$ cat config.mk
export PLATFORM = sky130hd
export DESIGN_NAME = microc_ctrl_flat
export DESIGN_NICKNAME = d
export VERILOG_FILES = /design/src/rtl/microc_pkg.sv /design/src/rtl/microc_ctrl_if.sv /design/src/rtl/microc_decode.sv /design/src/rtl/microc_ctrl.sv /design/src/flat_wrapper.sv
export SDC_FILE = /design/constraint.sdc
export NUM_CORES = 1
export LEC_CHECK = 0
export CORE_AREA = 2 2 55 57
export CTS_BUF_LIST = sky130_fd_sc_hd__clkbuf_16
export DETAILED_ROUTE_END_ITERATION = 8
export DIE_AREA = 0 0 57 59
export MAX_ROUTING_LAYER = met4
export PLACE_DENSITY = 0.75
export SETUP_SLACK_MARGIN = 0.5
export SLEW_MARGIN = 20
export SYNTH_ARGS = -nofsm -noshare
export SYNTH_HDL_FRONTEND = slang
export SYNTH_SLANG_ARGS = --single-unit
$ cat constraint.sdc
create_clock -name clk -period 4 [get_ports clk]
set_input_delay 0.8 -clock clk [delete_from_list [all_inputs] [get_ports clk]]
set_output_delay 0.8 -clock clk [all_outputs]
set_load 0.02 [all_outputs]
$ cat src/rtl/microc_pkg.sv
// Shared opcode encodings, ALU constants and run-control state type for the
// microcontroller control unit.
package microc_pkg;

    localparam logic [5:0] OP_NOP  = 6'b000000;
    localparam logic [5:0] OP_J    = 6'b000001;
    localparam logic [5:0] OP_JZ   = 6'b000010;
    localparam logic [5:0] OP_JNZ  = 6'b000011;
    localparam logic [5:0] OP_HALT = 6'b001111;

    localparam int         OPC_ALU_MSB   = 5;
    localparam logic [3:0] OPC_LI_PREFIX = 4'b0100;

    localparam logic [2:0] ALU_PASS_A = 3'b000;

    typedef enum logic [1:0] {
        S_INIT,
        S_RUN,
        S_HALT,
        S_STEP
    } state_e;

endpackage

$ cat src/rtl/microc_ctrl_if.sv
// Control-unit bundle: datapath/debug inputs and decoded control outputs.
// master = datapath/debugger side, slave = control unit.
interface microc_ctrl_if #(
    parameter int CNT_W = 16
);
    logic [5:0]       opcode;
    logic             z;
    logic             dbg_run;
    logic             dbg_halt;
    logic             dbg_step;
    logic             s_inc;
    logic             s_inm;
    logic             we3;
    logic             wez;
    logic [2:0]       Op;
    logic             pc_we;
    logic             halted;
    logic             illegal;
    logic [CNT_W-1:0] instr_count;

    modport master (
        output opcode, z, dbg_run, dbg_halt, dbg_step,
        input  s_inc, s_inm, we3, wez, Op, pc_we, halted, illegal, instr_count
    );

    modport slave (
        input  opcode, z, dbg_run, dbg_halt, dbg_step,
        output s_inc, s_inm, we3, wez, Op, pc_we, halted, illegal, instr_count
    );
endinterface

$ cat src/rtl/microc_decode.sv
// Purely combinational instruction decoder: opcode and zero flag to datapath
// selects, write enables, HALT detection and reserved-opcode indication.
module microc_decode
    import microc_pkg::*;
(
    input  logic [5:0] opcode_i,
    input  logic       z_i,
    output logic       s_inc_o,
    output logic       s_inm_o,
    output logic       we3_o,
    output logic       wez_o,
    output logic [2:0] op_o,
    output logic       halt_o,
    output logic       illegal_o
);

    always_comb begin
        s_inc_o   = 1'b0;
        s_inm_o   = 1'b0;
        we3_o     = 1'b0;
        wez_o     = 1'b0;
        op_o      = ALU_PASS_A;
        halt_o    = 1'b0;
        illegal_o = 1'b0;
        if (opcode_i[OPC_ALU_MSB]) begin
            op_o  = opcode_i[4:2];
            we3_o = 1'b1;
            wez_o = 1'b1;
        end else if (opcode_i[5:2] == OPC_LI_PREFIX) begin
            op_o    = ALU_PASS_A;
            s_inm_o = 1'b1;
            we3_o   = 1'b1;
        end else begin
            case (opcode_i)
                OP_NOP:  ;
                OP_J:    s_inc_o = 1'b1;
                OP_JZ:   s_inc_o = z_i;
                OP_JNZ:  s_inc_o = ~z_i;
                OP_HALT: halt_o  = 1'b1;
                // Reserved encodings fall through as NOP with a flag.
                default: illegal_o = 1'b1;
            endcase
        end
    end

endmodule

$ cat src/rtl/microc_ctrl.sv
// Control unit top: run/halt/single-step sequencer, execute-cycle gating of the
// decoder outputs, and the retired-instruction counter.
module microc_ctrl
    import microc_pkg::*;
#(
    parameter int CNT_W           = 16,
    parameter int RESUME_ON_RESET = 1
) (
    input  logic          clk,
    input  logic          reset,
    microc_ctrl_if.slave  bus
);

    state_e           state_q, state_d;
    logic [CNT_W-1:0] cnt_q, cnt_d;
    logic             exec;

    logic       dec_s_inc, dec_s_inm, dec_we3, dec_wez, dec_halt, dec_illegal;
    logic [2:0] dec_op;

    microc_decode u_decode (
        .opcode_i  (bus.opcode),
        .z_i       (bus.z),
        .s_inc_o   (dec_s_inc),
        .s_inm_o   (dec_s_inm),
        .we3_o     (dec_we3),
        .wez_o     (dec_wez),
        .op_o      (dec_op),
        .halt_o    (dec_halt),
        .illegal_o (dec_illegal)
    );

    always_ff @(posedge clk) begin
        if (reset) begin
            state_q <= S_INIT;
            cnt_q   <= '0;
        end else begin
            state_q <= state_d;
            cnt_q   <= cnt_d;
        end
    end

    // Reset suppresses execution in its own cycle so nothing is written mid-step.
    always_comb begin
        state_d = state_q;
        exec    = 1'b0;
        case (state_q)
            S_INIT: state_d = (RESUME_ON_RESET != 0) ? S_RUN : S_HALT;
            S_RUN: begin
                exec = ~reset;
                if (bus.dbg_halt || dec_halt) state_d = S_HALT;
            end
            S_HALT: begin
                if (bus.dbg_halt)      state_d = S_HALT;
                else if (bus.dbg_run)  state_d = S_RUN;
                else if (bus.dbg_step) state_d = S_STEP;
            end
            S_STEP: begin
                exec    = ~reset;
                state_d = S_HALT;
            end
            default: state_d = S_INIT;
        endcase
        cnt_d = exec ? cnt_q + {{(CNT_W-1){1'b0}}, 1'b1} : cnt_q;
    end

    always_comb begin
        bus.pc_we   = 1'b0;
        bus.s_inc   = 1'b0;
        bus.s_inm   = 1'b0;
        bus.we3     = 1'b0;
        bus.wez     = 1'b0;
        bus.Op      = 3'b000;
        bus.illegal = 1'b0;
        if (exec) begin
            bus.pc_we   = 1'b1;
            bus.s_inc   = dec_s_inc;
            bus.s_inm   = dec_s_inm;
            bus.we3     = dec_we3;
            bus.wez     = dec_wez;
            bus.Op      = dec_op;
            bus.illegal = dec_illegal;
        end
    end

    assign bus.halted      = (state_q == S_HALT);
    assign bus.instr_count = cnt_q;

endmodule

$ cat src/flat_wrapper.sv
// flat-port wrapper written by rule: the top's interface ports become plain ports
module microc_ctrl_flat import microc_pkg::*;
#(
    parameter int CNT_W           = 16,
    parameter int RESUME_ON_RESET = 1
)
  (clk, reset, bus_opcode, bus_z, bus_dbg_run, bus_dbg_halt, bus_dbg_step, bus_s_inc, bus_s_inm, bus_we3, bus_wez, bus_Op, bus_pc_we, bus_halted, bus_illegal, bus_instr_count);
  microc_ctrl_if #(.CNT_W(CNT_W)) bus_i ();
  input  logic clk;
  input  logic reset;
  input wire logic [$bits(bus_i.opcode)-1:0] bus_opcode;
  input wire logic [$bits(bus_i.z)-1:0] bus_z;
  input wire logic [$bits(bus_i.dbg_run)-1:0] bus_dbg_run;
  input wire logic [$bits(bus_i.dbg_halt)-1:0] bus_dbg_halt;
  input wire logic [$bits(bus_i.dbg_step)-1:0] bus_dbg_step;
  output wire logic [$bits(bus_i.s_inc)-1:0] bus_s_inc;
  output wire logic [$bits(bus_i.s_inm)-1:0] bus_s_inm;
  output wire logic [$bits(bus_i.we3)-1:0] bus_we3;
  output wire logic [$bits(bus_i.wez)-1:0] bus_wez;
  output wire logic [$bits(bus_i.Op)-1:0] bus_Op;
  output wire logic [$bits(bus_i.pc_we)-1:0] bus_pc_we;
  output wire logic [$bits(bus_i.halted)-1:0] bus_halted;
  output wire logic [$bits(bus_i.illegal)-1:0] bus_illegal;
  output wire logic [$bits(bus_i.instr_count)-1:0] bus_instr_count;
  assign bus_i.opcode = bus_opcode;
  assign bus_i.z = bus_z;
  assign bus_i.dbg_run = bus_dbg_run;
  assign bus_i.dbg_halt = bus_dbg_halt;
  assign bus_i.dbg_step = bus_dbg_step;
  assign bus_s_inc = bus_i.s_inc;
  assign bus_s_inm = bus_i.s_inm;
  assign bus_we3 = bus_i.we3;
  assign bus_wez = bus_i.wez;
  assign bus_Op = bus_i.Op;
  assign bus_pc_we = bus_i.pc_we;
  assign bus_halted = bus_i.halted;
  assign bus_illegal = bus_i.illegal;
  assign bus_instr_count = bus_i.instr_count;
  microc_ctrl #(.CNT_W(CNT_W), .RESUME_ON_RESET(RESUME_ON_RESET)) u_core (.clk(clk), .reset(reset), .bus(bus_i));
endmodule
==> impl_metrics.json, run 1 <==
{
  "status": "complete, no violations",
  "max_stage_delay_ns": 0.66,
  "synth.distinct_cells": 31,
  "cts_tree": "built",
  "p_leak_nw": 0.532,
  "drv_cap": 0,
  "die_y_um": 59,
  "synthToLayoutAreaGrowth_pct": 49.7,
  "path_class": "in2out",
  "register_area_um2": 360,
  "cp_data_arrival_time_ns": 2.51,
  "cts_resized": 0,
  "gr-total-overflow": 0,
  "synth_top_family_by_area": "simple AND/OR/NAND/NOR gates",
  "synth-simple-area-share": 0.340,
  "path_common_cell": "clkdlybuf4s50_1",
  "finalHoldViolations": 0,
  "viasPerCell": 5.05,
  "antenna_found_initial": 0,
  "cp.required_ns": 3.20,
  "rsz0062_at_grt": "false",
  "synth_cells": 108,
  "fin_area_um2": 1380,
  "relSlewSlack": 0.750,
  "synth_fa_ha_area_frac": 0.0136,
  "wirelength_um": 2200,
  "synth_seq_cells": 18,
  "multi_input_area_um2": 513,
  "holdWs_ns": 0.493,
  "initial_core_util": 0.339,
  "tightest_slew_ns": 0.374,
  "clkLatencyLatePin_ns": 0.25,
  "dp.cells": 172,
  "vias": 884,
  "clk_pin_slew_ns": 0.05,
  "synth_edf_count": 0,
  "htree_levels": 1,
  "grt_start_max_net_pins": 21,
  "ioPinCount": 38,
  "wl_per_cell_um": 12.6,
  "critPathTopFamily": "buffers and inverters",
  "synth_top_area_share": 0.392,
  "drc": 0,
  "synth_compound_area_frac": 0.0680,
  "ir_drop_mv": 0.229,
  "synth.largest_area_cell": "dfxtp_1",
  "ctsHoldBuffers": 0,
  "synth_xor_area_frac": 0.114,
  "fin_crit_sh": 0.828,
  "rows": 19,
  "cts_sinks": 18,
  "critPathBufInv": 2,
  "fill_cells": 280,
  "synth_common_cells": "nor2_1, dfxtp_1, xor2_1",
  "slowest_stage": "clkdlybuf4s50_1",
  "startpoint_type": "input port",
  "critPathMaxFanout": 4,
  "netlist_area_um2": 920,
  "grtUsageTotal": 0.153,
  "dieArea_um2": 3360,
  "finalNonFillerCells": 175,
  "fin_crit_ns": 3.31,
  "cp-end-kind": "output port",
  "drtPass1Iterations": 5,
  "die_width_um": 57,
  "crit_chain": "clkdlybuf4s50_1 > or2b_1 > nor2_1 > nand2_1 > nor3_1 > clkdlybuf4s50_1",
  "postCtsSetupBuffers": 0,
  "grt_pass1_wl_um": 3950,
  "clockBufferDepth": 2,
  "drive_gt1_frac": 0.0486,
  "seq_area_frac_synth": 0.392,
  "ys_top_cells_by_area": "dfxtp_1, xor2_1, nor2_1",
  "cts-buffers-inserted": 3,
  "synth.most_common_cell": "nor2_1",
  "grt_pass1_vias": 903,
  "post-dp-hpwl_um": 1690,
  "skew_ns": 0.000591,
  "port_buffers": 37,
  "drt_iter0_markers": 15,
  "ys.flop_type": "dfxtp_1",
  "synth_nets": 121,
  "fmaxAchievable_mhz": 302,
  "hold_class": "reg2reg",
  "route.antenna.remaining_nets": 0,
  "muxShareOfSynthArea": 0.0218,
  "powerDensity_nw_per_um2": 329,
  "yosys_warnings": 0,
  "drv_slew": 0,
  "finalSetupViolCount": 0,
  "root_buffer": "clkbuf_16",
  "core_um2": 2710,
  "diodes": 0,
  "gp_congestion": 0.889,
  "postPlaceCellArea_um2": 1300,
  "nets": 159,
  "ys_async_sr_fraction": 0,
  "tns_ns": 0,
  "synth_area_per_cell_um2": 8.52
}
final cells by class:
cell class,count,share of cell area
flip-flops and latches,18,0.262
repair buffers,38,0.275
inverters,3,0.00818
well taps,31,0.0282
clock buffers,3,0.0545
multi-input cells,82,0.373
registers in the layout, summed over array words and instances (netlist names):
name,flops
u_core.state_q,2
u_core.bus.instr_count,16
worst paths after layout:
path                                   start                         end  slack, ns  depth (start not counted)
setup / recovery                       reset                   bus_s_inc       0.69                          6
hold / removal    u_core.bus.instr_count[15]  u_core.bus.instr_count[15]       0.49                          2
setup reg to reg           u_core.state_q[0]  u_core.bus.instr_count[15]       2.27                          4
hold reg to reg   u_core.bus.instr_count[15]  u_core.bus.instr_count[15]       0.49                          2
logic make-up after synthesis:
| group | Yosys count |
|---|---|
| buf+inv | 8 |
| mux | 2 |
| xor+xnor | 12 |
| simple gates | 56 |
| compound gates | 11 |
| flops | 18 |
| fa+ha+maj | 1 |
metal layers:
layer  up-vias  track usage  wire length (µm)
met2        18        0.259              1150
met4         0       0.0299                10
met3         2       0.0437                86
li1        446            -                 -
met5         -            -                 0
met1       418        0.184               952
cells in the final DEF (no fill, tap or decap), drive strengths merged, types with 2 or more instances in the layout:
cell / count
o21ai: 5
or3: 3
clkbuf: 3
nor2: 20
nand2: 7
clkdlybuf4s50: 37
dfxtp: 18
and3: 5
and4: 2
inv: 3
mux2i: 2
and2: 2
a21oi: 4
xor2: 11
nand4: 5
nand3: 5
power breakdown:
part / switching, W / leakage, nW / total, W / internal (W)
sequential: 0.00000717 / 0.146 / 0.000192 / 0.000185
combinational: 0.0000303 / 0.349 / 0.0000642 / 0.0000339
clock: 0.0000647 / 0.0370 / 0.000196 / 0.000131
stage by stage:
stage | utilization | total power [W] | worst slack (ns)
floorplan | - | 0.000230 | 1.43
global placement | 0.480 | 0.000259 | 0.776
detailed placement | 0.480 | 0.000260 | 0.673
CTS | 0.508 | 0.000458 | 0.681
global route | 0.508 | 0.000471 | 0.530
finish | 0.508 | 0.000453 | 0.687
worst register-to-register path: cells and delay by family (launching register included):
kind	cells	cell delay, ns
AOI/OAI and AO/OA	1	0.14
DFF	1	0.49
and+or+nand+nor	3	1.03
No activity file was read; power rests on OpenSTA's default activity.
==> run 2, diff against run 1 <==
--- a/config.mk
+++ b/config.mk
@@ -10,7 +10,7 @@
 export DETAILED_ROUTE_END_ITERATION = 8
 export DIE_AREA = 0 0 57 59
 export MAX_ROUTING_LAYER = met4
-export PLACE_DENSITY = 0.75
+export PLACE_DENSITY = 0.77
 export SETUP_SLACK_MARGIN = 0.5
 export SLEW_MARGIN = 20
 export SYNTH_ARGS = -nofsm -noshare
==> constraint.sdc (replaced) <==
create_clock -name clk -period 3 [get_ports clk]
set_input_delay 0.6 -clock clk [delete_from_list [all_inputs] [get_ports clk]]
set_output_delay 0.6 -clock clk [all_outputs]
set_load 0.02 [all_outputs]
==> run 2 against run 1 <==
Effect of this change: hold slack worse by 0.0063 ns; total power increased by 32%; cell count increased by 0.57%; clock power grew 33%; via count shrank 1.9%; sequential share of layout area rose by 0.44 points.
==> impl_metrics.json, run 2 (synthesis results as in run 1) <==
{
  "cp-end-kind": "output port",
  "drv_slew": 0,
  "die_width_um": 57,
  "relSlewSlack": 0.753,
  "initial_core_util": 0.339,
  "startpoint_type": "input port",
  "port_buffers": 37,
  "final_cell_mix": "clkdlybuf4s50_1, nor2_1, dfxtp_1",
  "grt_start_max_net_pins": 21,
  "gr-total-overflow": 0,
  "drt_iter0_markers": 7,
  "finalHoldViolations": 0,
  "synthToLayoutAreaGrowth_pct": 47.2,
  "antenna_found_initial": 0,
  "max_stage_delay_ns": 0.43,
  "wl_per_cell_um": 12.3,
  "drc": 0,
  "dieArea_um2": 3360,
  "cp_data_arrival_time_ns": 1.85,
  "fin_util": 0.500,
  "critPathBufInv": 3,
  "finalSetupViolCount": 0,
  "cp.required_ns": 2.40,
  "cts_sinks": 18,
  "ir_drop_mv": 0.418,
  "root_buffer": "clkbuf_16",
  "critPathMaxFanout": 5,
  "drive_gt1_frac": 0.0966,
  "clkLatencyLatePin_ns": 0.25,
  "largest_register_ffs": 16,
  "grt_pass1_vias": 823,
  "clk_pin_slew_ns": 0.05,
  "tns_ns": 0,
  "gp_congestion": 0.810,
  "crit_cells": 5,
  "hold_path_depth": 2,
  "worstSetupStartpoint": "reset",
  "wirelength_um": 2170,
  "path_class": "in2out",
  "route.antenna.remaining_nets": 0,
  "cts_tree": "built",
  "post-dp-hpwl_um": 1640,
  "clockBufferDepth": 2,
  "htree_levels": 1,
  "status": "complete, no violations",
  "r2r_start": "u_core.state_q[0]",
  "hold_class": "reg2reg",
  "viasPerCell": 4.93,
  "die_y_um": 59,
  "p_leak_nw": 0.569,
  "critPathTopFamily": "buffers and inverters",
  "ioPinCount": 38,
  "fin_crit_sh": 0.818,
  "slowest_stage": "clkdlybuf4s50_1",
  "core_um2": 2710,
  "vias": 867,
  "fmaxAchievable_mhz": 408,
  "layout_commonest_cell": "clkdlybuf4s50_1",
  "drtPass1Iterations": 4,
  "grtUsageTotal": 0.140,
  "fin_crit_ns": 2.45,
  "worst_r2r_path_depth": 4,
  "powerDensity_nw_per_um2": 442,
  "tightest_slew_ns": 0.371,
  "rows": 19,
  "drv_cap": 0,
  "rsz0062_at_grt": "true",
  "skew_ns": 0.00315,
  "fill_cells": 269,
  "hp-start": "u_core.bus.instr_count[15]",
  "grt_pass1_wl_um": 3570,
  "diodes": 0,
  "nets": 159,
  "crit_chain": "clkdlybuf4s50_1 > or2b_1 > inv_1 > and3_1 > clkdlybuf4s15_2",
  "postCtsSetupBuffers": 0,
  "cts-buffers-inserted": 3,
  "holdWs_ns": 0.486
}
## run 2: changes by cell type in the layout (fill, tap and decap cells not counted)
| cell | before | now |
|---|---|---|
| dlymetal6s2s_1 | 0 | 2 |
| clkinv_1 | 0 | 1 |
| clkdlybuf4s15_2 | 0 | 1 |
| clkdlybuf4s50_1 | 37 | 26 |
| buf_2 | 0 | 3 |
| clkbuf_2 | 0 | 3 |
| dlygate4sd2_1 | 0 | 2 |
## run 2: final timing paths
path | endpoint | slack (ns)
max reg2reg | u_core.bus.instr_count[15] | 1.27
min | u_core.bus.instr_count[15] | 0.49
min reg2reg | u_core.bus.instr_count[15] | 0.49
max | bus_Op[1] | 0.55
## run 2: worst min-delay path: cells and delay by family (launching register included)
kind / cells / cell delay (ns)
DFF: 1 / 0.31
AOI/OAI and AO/OA: 2 / 0.13
## run 2: layer usage
metal  routed length (µm)  part of all wire  vias up  track usage
met2                 1100              0.51       14        0.228
met1                  972              0.45      401        0.170
met3                   84             0.039        2       0.0480
met4                   13            0.0060        0       0.0299
met5                    0                 0        -            -
li1                     -                 -      450            -
## run 2: metrics by stage
stage / cells / setup WS (ns) / power, W / cell area (µm²)
after floorplan: 108 / 0.830 / 0.000307 / 920
after global placement: 172 / 0.175 / 0.000345 / 1300
after detailed placement: 172 / 0.0895 / 0.000348 / 1300
after CTS: 176 / 0.384 / 0.000609 / 1370
after global routing: 176 / 0.461 / 0.000629 / 1350
final: 176 / 0.547 / 0.000599 / 1350
## run 2: what timing repair did
action,CTS,global route
hold buffers,0,0
resized for setup,19,11
pin swaps,0,1
setup endpoints to repair,9,7
## run 2: area by class of cell
class / count / area (µm²) / share of cell area
Clock buffer: 3 / 75.1 / 0.0555
Multi-Input combinational cell: 82 / 513 / 0.379
Timing Repair Buffer: 38 / 352 / 0.260
Sequential cell: 18 / 360 / 0.266
Inverter: 3 / 11.3 / 0.00832
Tap cell: 31 / 38.8 / 0.0287
Clock inverter: 1 / 3.75 / 0.00277
## run 2: power by group
part           total [W]  switching, W  leakage (nW)  internal (W)
Clock           0.000260     0.0000836        0.0385      0.000177
Sequential      0.000257    0.00000997         0.146      0.000247
Combinational  0.0000812     0.0000404         0.385     0.0000408
Total           0.000599      0.000134         0.569      0.000465
==> run 3, diff against run 2 <==
==> constraint.sdc (replaced) <==
create_clock -name clk -period 2.1 [get_ports clk]
set_input_delay 0.42 -clock clk [delete_from_list [all_inputs] [get_ports clk]]
set_output_delay 0.42 -clock clk [all_outputs]
set_load 0.02 [all_outputs]
==> run 3 against run 2 <==
Effect of this change: sequential power grew 40%; non-clock buffer count increased by 11; via count rose by 14%; setup slack worse by 0.18 ns; cell count grew 6.3%; routed wire length rose by 25%; first-iteration DRC count grew to 2.6 times the previous value; clock power is 48% higher; final area up 11%; critical path depth unchanged; critical path type is now reg2out; highest routed layer unchanged.
==> impl_metrics.json, run 3 (synthesis results as in run 1) <==
{
  "die_y_um": 59,
  "finalHoldViolations": 0,
  "powerDensity_nw_per_um2": 590,
  "hold_path_depth": 2,
  "cp_data_arrival_time_ns": 1.32,
  "tightest_slew_ns": 0.323,
  "wl_per_cell_um": 14.5,
  "cp.required_ns": 1.68,
  "reg2reg_to": "u_core.bus.instr_count[13]",
  "wirelength_um": 2710,
  "diodes": 0,
  "cts_tree": "built",
  "rows": 19,
  "startpoint_type": "flop",
  "root_buffer": "clkbuf_16",
  "post-dp-hpwl_um": 1870,
  "antenna_found_initial": 0,
  "hold_class": "reg2reg",
  "path_class": "reg2out",
  "finalSetupViolCount": 0,
  "cts_sinks": 18,
  "port_buffers": 37,
  "worst_r2r_path_depth": 5,
  "nets": 170,
  "relSlewSlack": 0.785,
  "gr-total-overflow": 0,
  "grt_start_max_net_pins": 21,
  "initial_core_util": 0.339,
  "critPathMaxFanout": 4,
  "vias": 990,
  "holdWs_ns": 0.494,
  "synthToLayoutAreaGrowth_pct": 63.7,
  "clkLatencyLatePin_ns": 0.25,
  "reg2reg_slack_ns": 0.60,
  "cts-buffers-inserted": 3,
  "fmaxAchievable_mhz": 576,
  "tns_ns": 0,
  "gp_congestion": 0.855,
  "skew_ns": 0.00290,
  "fin_crit_ns": 1.74,
  "drtPass1Iterations": 4,
  "power_w": 0.000889,
  "largest_register_ffs": 16,
  "ir_drop_mv": 0.494,
  "core_um2": 2710,
  "grtUsageTotal": 0.172,
  "route.antenna.remaining_nets": 0,
  "ioPinCount": 38,
  "p_leak_nw": 0.715,
  "cp-end-kind": "output port",
  "die_width_um": 57,
  "grt_pass1_vias": 988,
  "fin_crit_sh": 0.827,
  "status": "complete, no violations",
  "rsz0062_at_grt": "true",
  "drive_gt1_frac": 0.301,
  "layout_commonest_cell": "buf_4",
  "drv_slew": 0,
  "final_cell_mix": "buf_4, nor2_1, dlygate4sd2_1",
  "drt_iter0_markers": 18,
  "pre_cts_ws_ns": -0.440,
  "dieArea_um2": 3360,
  "htree_levels": 1,
  "grt_pass1_wl_um": 4360,
  "r2r_start": "u_core.state_q[0]",
  "viasPerCell": 5.29,
  "drv_cap": 0,
  "final.setup.worst_slack_ns": 0.363,
  "hold-path-endpoint": "u_core.state_q[1]",
  "clockBufferDepth": 2,
  "fill_cells": 270,
  "clk_pin_slew_ns": 0.05,
  "drc": 0,
  "hp-start": "u_core.state_q[1]"
}
[run 3: routing by layer]
layer	wire length, µm	GRT usage	share of wire
met3	102	0.0371	0.038
met5	0	-	0
met1	1180	0.207	0.43
met2	1390	0.289	0.51
met4	44	0.0532	0.016
[run 3: how the worst max path moves through the flow]
| stage | slack, ns | end | start |
|---|---|---|---|
| 2_1_floorplan | 0.48 | bus_illegal | u_core.state_q[0] |
| 3_3_place_gp | -0.40 | bus_s_inc | reset |
| 3_5_place_dp | -0.44 | bus_s_inc | reset |
| 4_1_cts | 0.31 | bus_s_inc | bus_z |
| 5_1_grt | 0.30 | bus_s_inc | u_core.state_q[0] |
| 6_report | 0.36 | bus_s_inc | u_core.state_q[0] |
[run 3: per-stage QoR]
stage | std cells | cell area [µm²] | util
2_1_floorplan | 108 | 937 | -
3_3_place_gp | 181 | 1390 | 0.512
3_5_place_dp | 181 | 1390 | 0.512
4_1_cts | 186 | 1450 | 0.535
5_1_grt | 187 | 1510 | 0.555
6_report | 187 | 1510 | 0.555
[run 3: timing repair]
item | CTS | global route
buffers inserted | 1 | 1
endpoints found under the setup margin | 40 | 14
pin swaps | 6 | 5
hold buffers | 0 | 0
resized for setup | 86 | 16
[run 3: area by class of cell]
type / instances / area, µm² / share of cell area
Multi-Input combinational cell: 82 / 598 / 0.397
Timing Repair Buffer: 49 / 417 / 0.277
Sequential cell: 18 / 362 / 0.240
Clock buffer: 3 / 75.1 / 0.0499
Tap cell: 31 / 38.8 / 0.0258
Inverter: 3 / 11.3 / 0.00748
Clock inverter: 1 / 3.75 / 0.00249
[run 3: where the power goes]
group	total (W)	switching, W	internal (W)
combinational	0.000143	0.0000769	0.0000663
sequential	0.000361	0.00000828	0.000353
clock	0.000384	0.000131	0.000253
[run 3: critical path, stage by stage (launching register included)]
cell and delay (ns):
dfxtp_2 0.32, or2b_4 0.29, nor2_4 0.09, nand2_2 0.07, nor3_4 0.17, buf_6 0.13
